==> src/rtl/monitor_conflito.sv <==
// Conflict monitor: synchronises the comparator mismatch flag, confirms persistent
// mismatches as conflicts, latches an acknowledgeable alarm and counts conflicts.
module monitor_conflito #(
  parameter int unsigned FILTRO = 4
) (
  input  logic       clk,
  input  logic       rst,
  input  logic       diferente,
  input  logic       ack,
  output logic       alarme,
  output logic       conflito,
  output logic [7:0] eventos,
  output logic [1:0] estado
);

  typedef enum logic [1:0] {
    IDLE        = 2'b00,
    VERIFICA    = 2'b01,
    ALARME      = 2'b10,
    RECONHECIDO = 2'b11
  } estado_t;

  localparam logic [7:0] LIMITE = 8'(FILTRO - 1);

  logic       s1;
  logic       ds;
  estado_t    state;
  estado_t    state_next;
  logic [7:0] cnt;
  logic [7:0] cnt_next;
  logic       confirma;

  // diferente comes from switches: two flops before anything decodes it.
  // NOTE: registers use non-blocking assignments so every flop samples the
  // pre-edge value of its source, which is what makes the chain a 2-stage delay.
  always_ff @(posedge clk or posedge rst) begin
    if (rst) begin
      s1 <= 1'b0;
      ds <= 1'b0;
    end else begin
      s1 <= diferente;
      ds <= s1;
    end
  end

  always_ff @(posedge clk or posedge rst) begin
    if (rst) begin
      state   <= IDLE;
      cnt     <= 8'd0;
      eventos <= 8'd0;
    end else begin
      state <= state_next;
      cnt   <= cnt_next;
      if (confirma && eventos != 8'hFF) eventos <= eventos + 8'd1;
    end
  end

  // NOTE: every signal driven here gets a default first, so no path can
  // leave one unassigned and infer a latch.
  always_comb begin
    state_next = state;
    cnt_next   = cnt;
    confirma   = 1'b0;
    unique case (state)
      IDLE: begin
        if (ds) begin
          if (FILTRO == 1) begin
            state_next = ALARME;
            confirma   = 1'b1;
          end else begin
            state_next = VERIFICA;
            cnt_next   = 8'd1;
          end
        end else begin
          cnt_next = 8'd0;
        end
      end
      VERIFICA: begin
        if (!ds) begin
          state_next = IDLE;
          cnt_next   = 8'd0;
        end else if (cnt == LIMITE) begin
          state_next = ALARME;
          confirma   = 1'b1;
        end else begin
          cnt_next = cnt + 8'd1;
        end
      end
      ALARME: begin
        // Latched: only an acknowledge leaves, regardless of ds.
        if (ack) begin
          state_next = ds ? RECONHECIDO : IDLE;
          cnt_next   = 8'd0;
        end
      end
      RECONHECIDO: begin
        if (!ds) begin
          state_next = IDLE;
          cnt_next   = 8'd0;
        end
      end
      default: begin
        state_next = IDLE;
        cnt_next   = 8'd0;
      end
    endcase
  end

  assign alarme   = (state == ALARME);
  assign conflito = state[1];
  assign estado   = state;

endmodule
==> config.mk <==
export PLATFORM = sky130hd
export DESIGN_NAME = monitor_conflito
export DESIGN_NICKNAME = d
export VERILOG_FILES = /design/src/rtl/monitor_conflito.sv
export SDC_FILE = /design/constraint.sdc
export NUM_CORES = 1
export LEC_CHECK = 0
export ABC_AREA = 1
export CORE_MARGIN = 5
export CORE_UTILIZATION = 60
export DETAILED_ROUTE_END_ITERATION = 12
export DONT_BUFFER_PORTS = 1
export GPL_TIMING_DRIVEN = 0
export HOLD_SLACK_MARGIN = 0.1
export PLACE_DENSITY = 0.74
export SLEW_MARGIN = 30
export SYNTH_ARGS = -nofsm -noshare
export SYNTH_HDL_FRONTEND = slang
export SYNTH_SLANG_ARGS = --single-unit
==> constraint.sdc <==
create_clock -name clk -period 2.7 [get_ports clk]
set_input_delay 0.81 -clock clk [delete_from_list [all_inputs] [get_ports clk]]
set_output_delay 0.81 -clock clk [all_outputs]
set_load 0.03 [all_outputs]
==> reports/results.tsv <==
metric	value	unit
die_area	3017	sq um
critPathMaxFanout	7	
insertion_delay	290	ps
yosysWarnings	0	
final_cell_mix	nand2_1 (59), inv_1 (20), dfrtp_1 (20)	
grt_pass1_vias	1006	
cp-end-kind	output pin	
gr-total-overflow	0	
cp_slowest_cell	dfrtp_1	
hp-class	register to register	
core_area	1942	sq um
final_common_cell	nand2_1	
synth_area	1211	sq um
grt_start_max_net_pins	21	
clockBufferDepth	2	
synth_cell_types	21	
setup_viol	0	
cts-root-buf	clkbuf_4	
critPathKind	register to output pin	
ant_nets	0	
io_pins	16	
finalCriticalPeriod	2422	ps
finalWorstSetupSlack	278.3	ps
p_per_area	620.7	nW/um^2
slew_viol_final	0	
cts_setup_buffers	0	
min_path_cells	0	
routed_via_density	5.277	
wl_per_cell	11.93	microns
fmax	412.9	MHz
drc	0	
startpoint_type	register	
vias	1066	
syn_avg_cell_area	7.083	sq um
htreeDepth	1	
clkTransAtPathRegs	110	ps
initial_core_util	62.37	%
critPathRequiredTime	1890	ps
hpwl	1842	microns
grt_pass1_wl	4243	microns
cts_sinks	20	
cts_tree	done	
ys_async_sr_fraction	100.0	%
fin_crit_sh	89.69	%
cts_resized	0	
num_rows	16	
insertedDiodeCount	0	
syn_nets	177	
die_w	54.93	microns
drtPass1Iterations	4	
ff2ff_path_depth	6	
area_delta_synth_final	5.785	%
fin_skew	3.351	ps
syn_inst	171	
hold_viol	0	
gp_congestion	0.7855	
wl	2409	microns
drv_cap	0	
rsz0062_at_grt	no	
synth_seq_cells	20	
slew-limit-headroom	49.21	%
finalSetupTns	0	ps
grtUsageTotal	19.35	%
layout-drive-gt1-share	9.143	%
path_cells	inv_2 > nor2_1	
io_buffers	0	
synth-seq-area-share	41.32	%
cp.arrival	1610	ps
postLayoutCoreUtil	65.98	%
ir_worst_vdd	0.6295	mV
tightest_slew	761.0	ps
slowest_delay	700	ps
p_leak	0.6456	nW
die_height	54.93	microns
fill_cells	190	
drtIter0Drc	20	
status	finished, final reports clean	
dp_slack	619.9	ps
hold_buffers	0	
numCtsBuffers	3	
synth-edff-count	0	
synth_ff_type	dfrtp_1	
num-nets-final	182	
antenna_found_initial	0	
[worst max-delay path, delay by kind of cell, from the launching register on]
family,cells,cell delay (ps)
flops,1,700
simple gates,1,510
buf+inv,1,110
[final timing paths]
kind / startpoint / to / slack, ps
max: estado[1] / alarme / 280
min: s1 / ds / 370
max reg2reg: estado[1] / estado[1] / 980
min reg2reg: s1 / ds / 370
max in group asynchronous: rst / cnt[1] / 1700
min in group asynchronous: rst / cnt[6] / 530
[flip-flops by register name, indices dropped and copies added, names as in the netlist]
signal	cells
ds	1
cnt	8
eventos	8
s1	1
estado	2
[cell usage after synthesis, drive strengths merged (2+ instances only)]
master  count  area [sq um]
nand3      17         85.08
nand3b      2         15.01
nand2      61         239.0
xor2        2         17.52
o21ai       9         45.04
inv        22         82.58
ha          2         25.02
o211ai      2         15.01
dfrtp      20         500.5
nand4      11         68.82
nor2       18         82.58
buf         2         12.51
[per-stage QoR]
step / std cells / instance area (sq um) / total power [mW] / hold WS, ps
after detailed placement: 198 / 1245 / 0.6290 / 343.4
after CTS: 202 / 1281 / 0.7981 / 369.4
after floorplan: 171 / 1211 / 0.5807 / 331.2
after global routing: 202 / 1281 / 0.8524 / 393.7
after global placement: 198 / 1245 / 0.6242 / 339.5
final: 202 / 1281 / 0.7952 / 366.4
[routing by layer]
| layer | GRT usage (%) | up-vias | share of wire [%] | routed length (microns) |
|---|---|---|---|---|
| li1 | - | 558 | - | - |
| met5 | 0 | - | 0 | 0 |
| met3 | 4.558 | 2 | 3.7 | 88 |
| met1 | 24.91 | 488 | 49 | 1179 |
| met4 | 6.073 | 0 | 0.58 | 14 |
| met2 | 32.09 | 18 | 47 | 1126 |
[where the power goes]
group | switching (mW) | total [mW] | internal [mW]
Combinational | 0.147 | 0.210 | 0.0637
Clock | 0.0888 | 0.171 | 0.0821
Sequential | 0.0842 | 0.414 | 0.330
Total | 0.320 | 0.795 | 0.476
[cell type report]
cell class | instances | area [sq um] | area share, %
plain buffers | 2 | 12.51 | 0.9766
clock buffers | 4 | 36.28 | 2.832
inverters | 22 | 82.58 | 6.445
multi-input cells | 127 | 615.6 | 48.05
flip-flops and latches | 20 | 500.5 | 39.06
well taps | 27 | 33.78 | 2.637
[cells by family (layout without fill, tap and decap cells)]
logic type | Yosys count | count (layout) | share of synthesized area (%)
flip-flops | 20 | 20 | 41.32
AND/OR/NAND/NOR | 111 | 111 | 41.74
AO/OA/AOI/OAI | 12 | 12 | 5.578
XOR/XNOR | 2 | 2 | 1.447
adder cells (fa/ha/maj) | 2 | 2 | 2.066
buffers and inverters | 24 | 28 | 7.851
Note: power is estimated with default switching activity, not from simulation.
